`config.mk`:
```
export PLATFORM = sky130hd
export DESIGN_NAME = pfb_frame_sched_flat
export DESIGN_NICKNAME = d
export VERILOG_FILES = /design/src/rtl/pfb_frame_sched_pkg.sv /design/src/rtl/pfb_frame_sched_if.sv /design/src/rtl/pfb_frame_sched_ctr.sv /design/src/rtl/pfb_frame_sched.sv /design/src/flat_wrapper.sv
export SDC_FILE = /design/constraint.sdc
export NUM_CORES = 1
export LEC_CHECK = 0
export CAP_MARGIN = 20
export CORE_UTILIZATION = 48
export DETAILED_ROUTE_END_ITERATION = 8
export GPL_TIMING_DRIVEN = 1
export PLACE_DENSITY = 0.79
export REMOVE_ABC_BUFFERS = 1
export SLEW_MARGIN = 20
export SYNTH_ARGS = -nofsm -noshare
export SYNTH_HDL_FRONTEND = slang
export SYNTH_SLANG_ARGS = --single-unit
```
`constraint.sdc`:
```
create_clock -name clk -period 2.4 [get_ports clk]
set_input_delay 0.48 -clock clk [delete_from_list [all_inputs] [get_ports clk]]
set_output_delay 0.48 -clock clk [all_outputs]
set_load 0.1 [all_outputs]
```
`src/rtl/pfb_frame_sched_pkg.sv`:
```
// Shared types and defaults for the PFB frame scheduler.
//   sched_state_t : scheduler FSM states
//   sample_t      : one sample at the default width
//   HOLD_LEN      : idle cycles per frame at the default FFT_LEN/DEC_FAC
//   BEAT_W        : beat/hold counter width at the default FFT_LEN
//   clog2_min1()  : $clog2 clamped to at least 1 bit
package pfb_pkg;
    typedef enum logic [1:0] {IDLE, FILL, READ, HOLD} sched_state_t;

    localparam int WIDTH_DEF   = 16;
    localparam int FFT_LEN_DEF = 32;
    localparam int DEC_FAC_DEF = 24;
    localparam int HOLD_LEN    = FFT_LEN_DEF - DEC_FAC_DEF;
    localparam int BEAT_W      = $clog2(FFT_LEN_DEF);

    typedef logic [WIDTH_DEF-1:0] sample_t;

    function automatic int clog2_min1(input int n);
        return (n < 2) ? 1 : $clog2(n);
    endfunction
endpackage

```
`src/rtl/pfb_frame_sched_if.sv`:
```
// Bus bundle between the scheduler, the upstream ADC->DSP FIFO read side and
// the PFB front end.
//   s_axis_tdata/tvalid/tready : FIFO read port (tready is the read strobe)
//   rd_data_count              : FIFO read-side occupancy
//   fifo_prog_full             : FIFO programmable-full flag
//   m_axis_tdata/tvalid        : samples to the PFB (no backpressure)
//   m_axis_tuser / m_axis_tlast: first / last sample of a frame
// Modports: master = scheduler side, slave = environment side.
interface pfb_frame_sched_if
    import pfb_pkg::*;
#(
    parameter int WIDTH      = 16,
    parameter int FIFO_DEPTH = 128
);
    localparam int CNT_W = clog2_min1(FIFO_DEPTH);

    logic [WIDTH-1:0] s_axis_tdata;
    logic             s_axis_tvalid;
    logic             s_axis_tready;
    logic [CNT_W-1:0] rd_data_count;
    logic             fifo_prog_full;
    logic [WIDTH-1:0] m_axis_tdata;
    logic             m_axis_tvalid;
    logic             m_axis_tuser;
    logic             m_axis_tlast;

    modport master (
        input  s_axis_tdata, s_axis_tvalid, rd_data_count, fifo_prog_full,
        output s_axis_tready, m_axis_tdata, m_axis_tvalid, m_axis_tuser, m_axis_tlast
    );

    modport slave (
        output s_axis_tdata, s_axis_tvalid, rd_data_count, fifo_prog_full,
        input  s_axis_tready, m_axis_tdata, m_axis_tvalid, m_axis_tuser, m_axis_tlast
    );
endinterface

```
`src/rtl/pfb_frame_sched_ctr.sv`:
```
// Beat and hold counters for one PFB frame.
//   clk, rst   : clock, synchronous active-high reset
//   beat_inc   : one FIFO handshake this cycle
//   hold_en    : scheduler is in HOLD
//   beat_cnt   : handshakes so far in the current frame (0..DEC_FAC-1)
//   beat_last  : beat_cnt is the last beat of the frame
//   hold_last  : this is the last HOLD cycle
module pfb_frame_ctr #(
    parameter int DEC_FAC  = 24,
    parameter int HOLD_LEN = 8,
    parameter int W        = 5
) (
    input  logic         clk,
    input  logic         rst,
    input  logic         beat_inc,
    input  logic         hold_en,
    output logic [W-1:0] beat_cnt,
    output logic         beat_last,
    output logic         hold_last
);
    logic [W-1:0] beat_cnt_reg;
    logic [W-1:0] hold_cnt_reg;

    always_ff @(posedge clk) begin
        if (rst) begin
            beat_cnt_reg <= '0;
            hold_cnt_reg <= '0;
        end else begin
            // Both counters wrap on their terminal count so every frame
            // starts from zero without an explicit clear.
            if (beat_inc)
                beat_cnt_reg <= beat_last ? '0 : beat_cnt_reg + 1'b1;
            if (hold_en)
                hold_cnt_reg <= hold_last ? '0 : hold_cnt_reg + 1'b1;
        end
    end

    assign beat_cnt  = beat_cnt_reg;
    assign beat_last = (beat_cnt_reg == W'(DEC_FAC - 1));
    // With HOLD_LEN == 0 the HOLD state is never entered, so the
    // all-ones compare value is harmless.
    assign hold_last = (hold_cnt_reg == W'(HOLD_LEN - 1));
endmodule

```
`src/rtl/pfb_frame_sched.sv`:
```
// PFB frame read scheduler (DSP clock domain).
// Pops DEC_FAC samples from the ADC->DSP FIFO every FFT_LEN cycles after an
// initial prefill, tags frame boundaries and flags underflow/overflow.
// Ports:
//   clk, rst   : DSP clock, synchronous active-high reset
//   en         : run enable (a frame in flight always completes)
//   bus        : FIFO read side + PFB output (pfb_frame_sched_if.master)
//   frame_cnt  : completed frames, wraps at 2^32
//   underflow  : sticky, FIFO empty while reading
//   overflow   : sticky, fifo_prog_full seen outside IDLE
//   done       : capture complete (only with PFB_CAPTURE_STOP_EN)
// Build option: define PFB_CAPTURE_STOP_EN to stop after NUM_FRAMES frames
// and park in IDLE until reset.
module pfb_frame_sched
    import pfb_pkg::*;
#(
    parameter int WIDTH      = 16,
    parameter int FFT_LEN    = 32,
    parameter int DEC_FAC    = 24,
    parameter int FIFO_DEPTH = 128,
    parameter int PREFILL    = 48,
    parameter int NUM_FRAMES = 4
) (
    input  logic                clk,
    input  logic                rst,
    input  logic                en,
    pfb_frame_sched_if.master   bus,
    output logic [31:0]         frame_cnt,
    output logic                underflow,
    output logic                overflow,
    output logic                done
);
    localparam int HOLD_CYC = FFT_LEN - DEC_FAC;
    localparam int BW       = clog2_min1(FFT_LEN);
    localparam int CNT_W    = clog2_min1(FIFO_DEPTH);

`ifdef PFB_CAPTURE_STOP_EN
    localparam bit CAPTURE_EN = 1'b1;
`else
    localparam bit CAPTURE_EN = 1'b0;
`endif

    sched_state_t     state_reg;
    logic             tready_reg;
    logic             primed_reg;
    logic             tvalid_reg;
    logic             tuser_reg;
    logic             tlast_reg;
    logic [WIDTH-1:0] tdata_reg;
    logic [31:0]      frame_cnt_reg;
    logic             underflow_reg;
    logic             overflow_reg;
    logic             done_reg;

    logic [BW-1:0]    beat_cnt;
    logic             beat_last;
    logic             hold_last;
    logic             hs;
    logic             frame_end;
    logic             stop_now;

    assign hs        = tready_reg & bus.s_axis_tvalid;
    assign frame_end = hs & beat_last;
    // frame_cnt updates on the same edge as the final handshake, so the
    // frame now ending is the last one when the count is one short.
    assign stop_now  = CAPTURE_EN && (frame_cnt_reg == 32'(NUM_FRAMES - 1));

    pfb_frame_ctr #(
        .DEC_FAC  (DEC_FAC),
        .HOLD_LEN (HOLD_CYC),
        .W        (BW)
    ) u_ctr (
        .clk       (clk),
        .rst       (rst),
        .beat_inc  (hs),
        .hold_en   (state_reg == HOLD),
        .beat_cnt  (beat_cnt),
        .beat_last (beat_last),
        .hold_last (hold_last)
    );

    always_ff @(posedge clk) begin
        if (rst) begin
            state_reg     <= IDLE;
            tready_reg    <= 1'b0;
            primed_reg    <= 1'b0;
            tvalid_reg    <= 1'b0;
            tuser_reg     <= 1'b0;
            tlast_reg     <= 1'b0;
            tdata_reg     <= '0;
            frame_cnt_reg <= '0;
            underflow_reg <= 1'b0;
            overflow_reg  <= 1'b0;
            done_reg      <= 1'b0;
        end else begin
            tvalid_reg <= hs;
            tuser_reg  <= hs && (beat_cnt == '0);
            tlast_reg  <= frame_end;
            if (hs)
                tdata_reg <= bus.s_axis_tdata;
            if (frame_end)
                frame_cnt_reg <= frame_cnt_reg + 32'd1;
            if (frame_end && stop_now)
                done_reg <= 1'b1;
            if (tready_reg && !bus.s_axis_tvalid)
                underflow_reg <= 1'b1;
            if ((state_reg != IDLE) && bus.fifo_prog_full)
                overflow_reg <= 1'b1;

            case (state_reg)
                IDLE: begin
                    // Once prefilled, a restart goes straight to READ.
                    if (en && !done_reg) begin
                        if (primed_reg) begin
                            state_reg  <= READ;
                            tready_reg <= 1'b1;
                        end else begin
                            state_reg <= FILL;
                        end
                    end
                end
                FILL: begin
                    if (!en) begin
                        state_reg <= IDLE;
                    end else if (bus.rd_data_count >= CNT_W'(PREFILL)) begin
                        state_reg  <= READ;
                        tready_reg <= 1'b1;
                        primed_reg <= 1'b1;
                    end
                end
                READ: begin
                    if (frame_end) begin
                        if (HOLD_CYC != 0) begin
                            state_reg  <= HOLD;
                            tready_reg <= 1'b0;
                        end else if (!en || stop_now) begin
                            state_reg  <= IDLE;
                            tready_reg <= 1'b0;
                        end
                    end
                end
                HOLD: begin
                    if (hold_last) begin
                        if (en && !done_reg) begin
                            state_reg  <= READ;
                            tready_reg <= 1'b1;
                        end else begin
                            state_reg <= IDLE;
                        end
                    end
                end
                default: begin
                    state_reg  <= IDLE;
                    tready_reg <= 1'b0;
                end
            endcase
        end
    end

    assign bus.s_axis_tready = tready_reg;
    assign bus.m_axis_tdata  = tdata_reg;
    assign bus.m_axis_tvalid = tvalid_reg;
    assign bus.m_axis_tuser  = tuser_reg;
    assign bus.m_axis_tlast  = tlast_reg;
    assign frame_cnt         = frame_cnt_reg;
    assign underflow         = underflow_reg;
    assign overflow          = overflow_reg;
    assign done              = done_reg;
endmodule

```
`src/flat_wrapper.sv`:
```
// flat-port wrapper written by rule: the top's interface ports become plain ports
module pfb_frame_sched_flat import pfb_pkg::*;
#(
    parameter int WIDTH      = 16,
    parameter int FFT_LEN    = 32,
    parameter int DEC_FAC    = 24,
    parameter int FIFO_DEPTH = 128,
    parameter int PREFILL    = 48,
    parameter int NUM_FRAMES = 4
)
  (clk, rst, en, frame_cnt, underflow, overflow, done, bus_s_axis_tdata, bus_s_axis_tvalid, bus_rd_data_count, bus_fifo_prog_full, bus_s_axis_tready, bus_m_axis_tdata, bus_m_axis_tvalid, bus_m_axis_tuser, bus_m_axis_tlast);
  pfb_frame_sched_if #(.WIDTH(WIDTH), .FIFO_DEPTH(FIFO_DEPTH)) bus_i ();
  input  logic clk;
  input  logic rst;
  input  logic en;
  output logic [31:0] frame_cnt;
  output logic underflow;
  output logic overflow;
  output logic done;
  input wire logic [$bits(bus_i.s_axis_tdata)-1:0] bus_s_axis_tdata;
  input wire logic [$bits(bus_i.s_axis_tvalid)-1:0] bus_s_axis_tvalid;
  input wire logic [$bits(bus_i.rd_data_count)-1:0] bus_rd_data_count;
  input wire logic [$bits(bus_i.fifo_prog_full)-1:0] bus_fifo_prog_full;
  output wire logic [$bits(bus_i.s_axis_tready)-1:0] bus_s_axis_tready;
  output wire logic [$bits(bus_i.m_axis_tdata)-1:0] bus_m_axis_tdata;
  output wire logic [$bits(bus_i.m_axis_tvalid)-1:0] bus_m_axis_tvalid;
  output wire logic [$bits(bus_i.m_axis_tuser)-1:0] bus_m_axis_tuser;
  output wire logic [$bits(bus_i.m_axis_tlast)-1:0] bus_m_axis_tlast;
  assign bus_i.s_axis_tdata = bus_s_axis_tdata;
  assign bus_i.s_axis_tvalid = bus_s_axis_tvalid;
  assign bus_i.rd_data_count = bus_rd_data_count;
  assign bus_i.fifo_prog_full = bus_fifo_prog_full;
  assign bus_s_axis_tready = bus_i.s_axis_tready;
  assign bus_m_axis_tdata = bus_i.m_axis_tdata;
  assign bus_m_axis_tvalid = bus_i.m_axis_tvalid;
  assign bus_m_axis_tuser = bus_i.m_axis_tuser;
  assign bus_m_axis_tlast = bus_i.m_axis_tlast;
  pfb_frame_sched #(.WIDTH(WIDTH), .FFT_LEN(FFT_LEN), .DEC_FAC(DEC_FAC), .FIFO_DEPTH(FIFO_DEPTH), .PREFILL(PREFILL), .NUM_FRAMES(NUM_FRAMES)) u_core (.clk(clk), .rst(rst), .en(en), .bus(bus_i), .frame_cnt(frame_cnt), .underflow(underflow), .overflow(overflow), .done(done));
endmodule
```
==> reports/metrics.cfg, run 1 <==
[run_status]
status=finished, final reports clean

[grt]
grt_pass1_vias=2530
grt_pass1_wl_mm=11.0
antenna_found_initial=0
gr-usage-all-layers=0.219
overflow=0
grt_max_degree=30

[logic_synthesis]
synth_commonest_cells=dfxtp_1 (67), nand2_1 (50), a21oi_1 (48)
ys_ff_latch=67
synth_top_area_frac=0.453
yosys_warnings=0
syn_inst=358
yosys.cell_count.top_type=dfxtp_1
syn_area_um2=2960
synth.avg_cell_area_um2=8.27
seq_area_frac_synth=0.453
synth_cell_type_count=35
netlist_top_cells_area=dfxtp_1 (45%), a21oi_1 (8.1%), nand2_1 (6.3%), or4_1 (4.3%), nor2_1 (3.7%)
synth_flop_cell=dfxtp_1
yosys.area.top_type=dfxtp_1
synth_edf_count=0
async_flop_share=0

[drt]
vias=2833
antenna_left=0
dr.pass1.iters=4
route.detailed.drc=0
drt_iter0_drc=147
routedWlPerCell_um=12.6
viasPerCell=5.45
wl_mm=6.56

[timing]
setup_viol=0
hold_viol=0
max_slew.worst_pin.slew_ps=541
whs_ps=447
tns_ps=0
slew_headroom=0.640
period_needed_ps=2170
min_period_over_period=0.905
max_freq_mhz=461
drv_slew=0
rsz0062_at_grt=false
finClkSkew_ps=10.0

[power_and_ir_drop]
seq_power_share=0.464
switchingPower_mw=0.834
p_leak_nw=1.51
clkPwrFrac=0.346
p_int_mw=1.78
ir_drop_mv=0.560
power.density_nw_per_um2=669
swShare=0.319
power_frac_comb=0.191

[critical_path]
crit_fanout=12
arrival_ps=2450
ff2ff_setup_slack_ps=230
cp-endpoint=u_core.frame_cnt[17]
reg2reg_depth=6
worstPathRequired_ps=2680
worstSetupPathType=flip-flop to flip-flop
crit_path_end_kind=flip-flop
crit_start=u_core.u_ctr.beat_cnt[0]
worstReg2RegStart=u_core.u_ctr.beat_cnt[0]
cp-start-kind=flip-flop
r2r_end=u_core.frame_cnt[17]

[layout]
final_nets=472
finalNonFillerCells=520
syn2layout_area_growth_pct=31.9
multi_input_area_um2=1500
num_antenna_cells=0
largest_reg_flops=32
drive_above_1_share=0.202
seqCellArea_um2=1340
fill_cells=517

[placement]
place_inst=504
gp_congestion=0.783
dpl.hpwl_mm=4.58
portBuffers=77

[clocking]
cts_tree=built
numClockSinks=67
clk_latency_ps=340
clk_path_buf_depth=2
postCtsHoldBufs=0
clk_pin_slew_worst_paths_ps=80
post_cts_buffers=0
htreeDepth=3
cts_resized=0
root_buffer=clkbuf_8
numCtsBuffers=9

[floorplanning]
dieArea_um2=6490
io_pins=83
core-area_um2=5920
rows=28
die_h_um=80.6
start_util=0.500
die_width_um=80.6

[min_path]
hold_path_class=flip-flop to flip-flop

[flow_run]
cap_violations=0

[worst max-delay path, cell delays in order, from the launching register on]
cell      delay [ps]
dfxtp_1          390
ha_1             280
nand4b_4         120
buf_4            180
or3_1            530
or4_1            470
a21oi_1          140
[through the flow]
| stage | util | area [um^2] | setup WS [ps] | power, mW |
|---|---|---|---|---|
| floorplan | - | 2880 | -721 | 1.58 |
| global placement | 0.627 | 3710 | -23.3 | 1.73 |
| detailed placement | 0.627 | 3710 | -63.4 | 1.74 |
| CTS | 0.660 | 3910 | 232 | 2.64 |
| global route | 0.660 | 3910 | 79.8 | 2.72 |
| finish | 0.660 | 3910 | 229 | 2.61 |
[cell usage in the layout, fill, tap and decap left out, drive strengths merged, types with 6 or more instances in the layout]
cell	count
o21ai	11
nand3	14
and4	6
xor2	7
dfxtp	67
or4	17
nor2b	6
clkbuf	9
nand2	50
or3	6
inv	10
a21oi	48
nand4	12
o31ai	14
nor2	29
buf	70
nor4	7
clkdlybuf4s50	22
[worst min-delay path by stage]
stage	end	slack, ps	depth (start not counted)	from
5_1_grt	u_core.bus.m_axis_tdata[9]	480	2	u_core.bus.m_axis_tdata[9]
4_1_cts	u_core.overflow	450	2	u_core.overflow
3_5_place_dp	u_core.overflow	440	2	u_core.overflow
2_1_floorplan	u_core.u_ctr.hold_cnt_reg[1]	450	2	u_core.u_ctr.hold_cnt_reg[1]
6_report	u_core.overflow	450	2	u_core.overflow
3_3_place_gp	u_core.overflow	440	2	u_core.overflow
[metal layers]
layer,wire length (um),GRT usage,vias to the layer above
met1,2940,0.251,1315
met5,0,0,-
met2,3150,0.375,56
met3,342,0.0636,12
li1,-,-,1450
met4,126,0.0964,0
[power groups by stage]
stage          Clock, mW  Sequential (mW)  Combinational [mW]
3_3_place_gp           0             1.23               0.493
2_1_floorplan          0             1.43               0.145
4_1_cts            0.925             1.21               0.500
5_1_grt            0.965             1.22               0.537
6_report           0.904             1.21               0.498
3_5_place_dp           0             1.24               0.499
[cell families (layout without fill, tap and decap cells)]
family                   after synthesis  in the layout  share of synthesized area
adder cells (fa/ha/maj)                4              4                     0.0169
multiplexers                           6              6                     0.0220
AO/OA/AOI/OAI                         77             77                      0.147
AND/OR/NAND/NOR                      161            161                      0.286
other                                  1              1                    0.00127
XOR/XNOR                              11             11                     0.0325
flip-flops                            67             67                      0.453
buffers and inverters                 31            118                     0.0410
[area by class of cell]
type                    count  area share
clock buffers               9      0.0317
clock inverters             7      0.0176
inverters                  10     0.00961
multi-input cells         260       0.384
flip-flops and latches     67       0.343
well taps                  75      0.0240
repair buffers             92       0.190
Power figures use the tool's default switching activity.
==> run 2: changes to the inputs <==
--- a/config.mk
+++ b/config.mk
@@ -6,11 +6,13 @@
 export NUM_CORES = 1
 export LEC_CHECK = 0
 export CAP_MARGIN = 20
-export CORE_UTILIZATION = 48
+export CORE_UTILIZATION = 50
+export CTS_CLUSTER_DIAMETER = 100
 export DETAILED_ROUTE_END_ITERATION = 8
 export GPL_TIMING_DRIVEN = 1
-export PLACE_DENSITY = 0.79
+export PLACE_DENSITY = 0.82
 export REMOVE_ABC_BUFFERS = 1
+export SETUP_SLACK_MARGIN = 0.02
 export SLEW_MARGIN = 20
 export SYNTH_ARGS = -nofsm -noshare
 export SYNTH_HDL_FRONTEND = slang
==> constraint.sdc (replaced) <==
create_clock -name clk -period 2.5 [get_ports clk]
set_input_delay 0.5 -clock clk [delete_from_list [all_inputs] [get_ports clk]]
set_output_delay 0.5 -clock clk [all_outputs]
set_load 0.1 [all_outputs]
==> reports/metrics.cfg, run 2 (synthesized netlist as in run 1, its figures left out) <==
[drt]
drt_iter0_drc=115  ; -22%
antenna_left=0  ; unchanged
wl_mm=6.84  ; +4.3%
route.detailed.drc=0  ; unchanged
vias=2893  ; +2.1%
dr.pass1.iters=4  ; unchanged
routedWlPerCell_um=13.3  ; +5.3%
viasPerCell=5.62  ; +3.1%

[floorplanning]
dieArea_um2=6230  ; -3.9%
die_width_um=79.0  ; -2.0%
core-area_um2=5610  ; -5.3%
start_util=0.528  ; +0.0279
rows=27  ; -3.6%
die_h_um=79.0  ; -2.0%
io_pins=83  ; unchanged

[layout]
num_antenna_cells=0  ; unchanged
utilization=0.698  ; +0.0377
seqCellArea_um2=1340  ; unchanged
most-common-layout-cells=dfxtp_1 (67), buf_4 (67), nand2_1 (50), a21oi_1 (48), nor2_1 (29)
syn2layout_area_growth_pct=32.1
multi_input_area_um2=1500  ; unchanged
final_nets=470  ; -0.42%
largest_reg_flops=32  ; unchanged
finalNonFillerCells=515  ; -0.96%
drive_above_1_share=0.199  ; -0.00360
fill_cells=491  ; -5.0%

[timing]
period_needed_ps=2230
finClkSkew_ps=8.20  ; -1.83 ps
fin_ws_ps=270  ; +40.9 ps
min_period_over_period=0.892
setup_viol=0  ; unchanged
tns_ps=0  ; unchanged
rsz0062_at_grt=false
slew_headroom=0.639  ; -0.000794
drv_slew=0  ; unchanged
max_freq_mhz=448
max_slew.worst_pin.slew_ps=542  ; +1.19 ps
hold_viol=0  ; unchanged

[grt]
grt_max_degree=29  ; -3.3%
grt_pass1_wl_mm=11.6  ; +5.7%
gr-usage-all-layers=0.233  ; +0.0137
grt_pass1_vias=2670  ; +5.5%
antenna_found_initial=0  ; unchanged
overflow=0  ; unchanged

[critical_path]
worst-path-buf-inv=1  ; unchanged
arrival_ps=2490  ; +40 ps
worstPathRequired_ps=2760  ; +80 ps
cp_top_family=simple AND/OR/NAND/NOR gates
crit_chain=clkdlybuf4s50_1 -> nand2_1 -> or4_1 -> or4_1 -> a21oi_1
cp-start-kind=input pin
worstSetupPathType=input pin to flip-flop
ff2ff_setup_slack_ps=280  ; +50 ps
worstReg2RegStart=u_core.u_ctr.beat_cnt[0]
cpMostUsedCell=or4_1
crit_path_end_kind=flip-flop
crit_fanout=9  ; -3
crit_path_max_incr_delay_ps=690  ; +160 ps
crit_slowest_cell=or4_1
crit_start=bus_s_axis_tvalid

[placement]
gp_congestion=0.781  ; -0.26%
portBuffers=77  ; unchanged
place_inst=499  ; -0.99%
place_ws_ps=-59.7  ; +3.74 ps
dpl.hpwl_mm=4.72  ; +3.1%

[clocking]
htreeDepth=3  ; unchanged
post_cts_buffers=0  ; unchanged
numClockSinks=67  ; unchanged
numCtsBuffers=9  ; unchanged
clk_pin_slew_worst_paths_ps=70  ; about the same
postCtsHoldBufs=0  ; unchanged
cts_tree=built
root_buffer=clkbuf_8
clk_path_buf_depth=2  ; unchanged
clk_latency_ps=340  ; about the same
cts_resized=0  ; unchanged

[min_path]
hold_path_class=flip-flop to flip-flop
min-delay-start=u_core.overflow

[flow_run]
cap_violations=0  ; unchanged

[power_and_ir_drop]
ir_drop_mv=0.440  ; -21%
power.density_nw_per_um2=669  ; about the same
p_leak_nw=1.52  ; +0.64%

[run_status]
status=finished, final reports clean

[run 2: tightest hold or removal path: stages, from the launching register on]
cell and delay [ps]:
dfxtp_1 310, inv_1 40, a21oi_1 50
[run 2: power by group]
group,total [mW],internal (mW),switching (mW)
Sequential,1.16,1.11,0.0486
Combinational,0.481,0.139,0.342
Clock,0.975,0.559,0.416
Total,2.62,1.81,0.807
[run 2: through the flow]
step | instance area [um^2] | hold slack (ps) | total power [mW]
global placement | 3700 | 435 | 1.66
floorplan | 2880 | 448 | 1.52
detailed placement | 3700 | 440 | 1.67
finish | 3910 | 446 | 2.62
global route | 3910 | 462 | 2.73
CTS | 3910 | 450 | 2.65
[run 2: path summary, 6_finish.rpt]
kind,to,depth (start not counted)
worst max-delay path,u_core.frame_cnt[29],5
worst min-delay path,u_core.overflow,2
worst max register to register,u_core.frame_cnt[29],5
worst min register to register,u_core.overflow,2
[run 2: final cells by class]
type / count / area share
clock inverters: 7 / 0.0237
flip-flops and latches: 67 / 0.343
well taps: 72 / 0.0230
multi-input cells: 260 / 0.383
repair buffers: 90 / 0.186
inverters: 10 / 0.00959
clock buffers: 9 / 0.0317
[run 2: per-layer routing]
layer / part of all wire / vias to the layer above / GRT usage
met5: 0 / - / 0
met4: 0.018 / 0 / 0.115
met3: 0.045 / 10 / 0.0494
met2: 0.49 / 62 / 0.399
met1: 0.44 / 1380 / 0.275
li1: - / 1441 / -
==> run 3: changes to the inputs <==
--- a/config.mk
+++ b/config.mk
@@ -11,6 +11,7 @@
 export DETAILED_ROUTE_END_ITERATION = 8
 export GPL_TIMING_DRIVEN = 1
 export PLACE_DENSITY = 0.82
+export RECOVER_POWER = 50
 export REMOVE_ABC_BUFFERS = 1
 export SETUP_SLACK_MARGIN = 0.02
 export SLEW_MARGIN = 20
==> constraint.sdc (replaced) <==
create_clock -name clk -period 2.9 [get_ports clk]
set_input_delay 0.58 -clock clk [delete_from_list [all_inputs] [get_ports clk]]
set_output_delay 0.58 -clock clk [all_outputs]
set_load 0.1 [all_outputs]
==> reports/metrics.cfg, run 3 (synthesized netlist as in run 1, its figures left out) <==
[run_status]
status=finished with violations
violations=capacitance limit, slew limit

[timing]
max_freq_mhz=417
drv_slew=34  ; +34
rsz0062_at_grt=false
hold_viol=0  ; unchanged
finClkSkew_ps=12.3  ; +4.12 ps
fin_ws_ps=502  ; +232 ps
slew_headroom=-0.0456  ; -0.684
tns_ps=0  ; unchanged
period_needed_ps=2400
min_period_over_period=0.827
setup_viol=0  ; unchanged
max_slew.worst_pin.slew_ps=1570  ; +1030 ps

[power_and_ir_drop]
swShare=0.310  ; +0.00153
clkPwrFrac=0.370  ; -0.003
p_int_mw=1.53  ; -16%
power_frac_comb=0.177  ; -0.007
ir_drop_mv=0.457  ; +3.7%
switchingPower_mw=0.685  ; -15%
seq_power_share=0.453  ; +0.009
p_leak_nw=1.35  ; -11%
power.density_nw_per_um2=590  ; -12%
power_mw=2.21  ; -16%

[floorplanning]
die_width_um=79.0  ; unchanged
io_pins=83  ; unchanged
die_h_um=79.0  ; unchanged
start_util=0.528  ; unchanged
rows=27  ; unchanged
core-area_um2=5610  ; unchanged
dieArea_um2=6230  ; unchanged

[grt]
antenna_found_initial=0  ; unchanged
gr-usage-all-layers=0.226  ; -0.00735
grt_use_met1=0.252  ; -0.0223
overflow=0  ; unchanged
gr-max-usage-layer=met2
grt_max_degree=35  ; +21%
met2_usage=0.412  ; +0.0129
grtUsageMet3=0.0598  ; +0.0103
grt_pass1_wl_mm=11.2  ; -3.5%
grt_pass1_vias=2621  ; -1.8%

[clocking]
cts_tree=built
numClockSinks=67  ; unchanged
post_cts_buffers=0  ; unchanged
htreeDepth=3  ; unchanged
cts_resized=0  ; unchanged
clk_path_buf_depth=2  ; unchanged
clk_pin_slew_worst_paths_ps=80  ; about the same
numCtsBuffers=9  ; unchanged
root_buffer=clkbuf_8
clk_latency_ps=340  ; about the same
postCtsHoldBufs=0  ; unchanged

[drt]
drt_iter0_drc=115  ; unchanged
vias=2842  ; -1.8%
dr.pass1.iters=4  ; unchanged
routedWlPerCell_um=13.3  ; about the same
antenna_left=0  ; unchanged
wl_mm=6.73  ; -1.6%
viasPerCell=5.61  ; -0.21%
route.detailed.drc=0  ; unchanged

[placement]
gp_congestion=0.779  ; -0.29%
place_ws_ps=241  ; +301 ps
place_area_um2=3650  ; -1.3%
dpl.hpwl_mm=4.56  ; -3.4%
portBuffers=77  ; unchanged

[critical_path]
cp-start-kind=input pin
crit_chain=dlygate4sd3_1 -> nand2_1 -> or4_1 -> or4_1 -> a21oi_1
crit_path_end_kind=flip-flop
crit_path_max_incr_delay_ps=700  ; about the same
cpMostUsedCell=or4_1
worstPathRequired_ps=3150  ; +390 ps
arrival_ps=2650  ; +160 ps
crit_fanout=10  ; +1
worstSetupPathType=input pin to flip-flop
crit_slowest_cell=or4_1

[layout]
syn2layout_area_growth_pct=26.7
final_nets=462  ; -1.7%
most-common-layout-cells=dfxtp_1 (67), nand2_1 (50), a21oi_1 (48), clkbuf_1 (31)
fill_cells=508  ; +3.5%
drive_above_1_share=0.113  ; -0.0860
final_area_um2=3750  ; -4.1%
num_antenna_cells=0  ; unchanged
largest_reg_flops=32  ; unchanged
final_common_cell=dfxtp_1

[flow_run]
cap_violations=1  ; +1

[min_path]
hold_path_class=flip-flop to flip-flop

run 3: cell count changes in the layout (fill, tap and decap cells not counted), moves of 2 or more:
| cell | delta |
|---|---|
| clkbuf_8 | +3 |
| buf_4 | -38 |
| clkinv_4 | -2 |
| clkinvlp_4 | +2 |
| clkinv_2 | -3 |
| clkbuf_1 | +31 |
run 3: layout make-up:
cell class                 count  area [um^2]  area share
inverter                      10         37.5      0.0100
timing repair buffer          82          571       0.152
sequential                    67         1340       0.357
clock buffer                  13          169      0.0450
multi-input combinational    260         1500       0.399
tap                           72         90.1      0.0240
clock inverter                 3         45.0      0.0120
run 3: layer usage:
layer | wire [um] | share of wire | up-vias
met5 | 0 | 0 | -
met4 | 63 | 0.0094 | 0
met3 | 327 | 0.049 | 4
met2 | 3450 | 0.51 | 68
met1 | 2890 | 0.43 | 1343
li1 | - | - | 1427
run 3: worst paths after layout:
path                            start              endpoint  slack, ps  cells past startpoint
min                   u_core.overflow       u_core.overflow        450                      2
max reg2reg  u_core.u_ctr.beat_cnt[0]  u_core.frame_cnt[27]        560                      5
max                 bus_s_axis_tvalid  u_core.frame_cnt[27]        500                      5
min reg2reg           u_core.overflow       u_core.overflow        450                      2
run 3: through the flow:
step / cells / hold WS, ps / utilization
CTS: 507 / 454 / 0.689
detailed placement: 491 / 446 / 0.651
global placement: 491 / 435 / 0.651
finish: 507 / 450 / 0.669
global route: 507 / 475 / 0.669
floorplan: 337 / 448 / -
run 3: power groups by stage:
stage / Combinational (mW) / Clock, mW / Sequential (mW)
2_1_floorplan: 0.120 / 0 / 1.19
3_3_place_gp: 0.405 / 0 / 1.02
3_5_place_dp: 0.410 / 0 / 1.02
4_1_cts: 0.411 / 0.838 / 1.00
5_1_grt: 0.424 / 0.874 / 1.01
6_report: 0.391 / 0.820 / 1.00
run 3: critical path: cells and delay by family:
kind                   cells  cell delay (ps)
buffers and inverters      1              590
AND/OR/NAND/NOR            3             1310
AO/OA/AOI/OAI              1              160
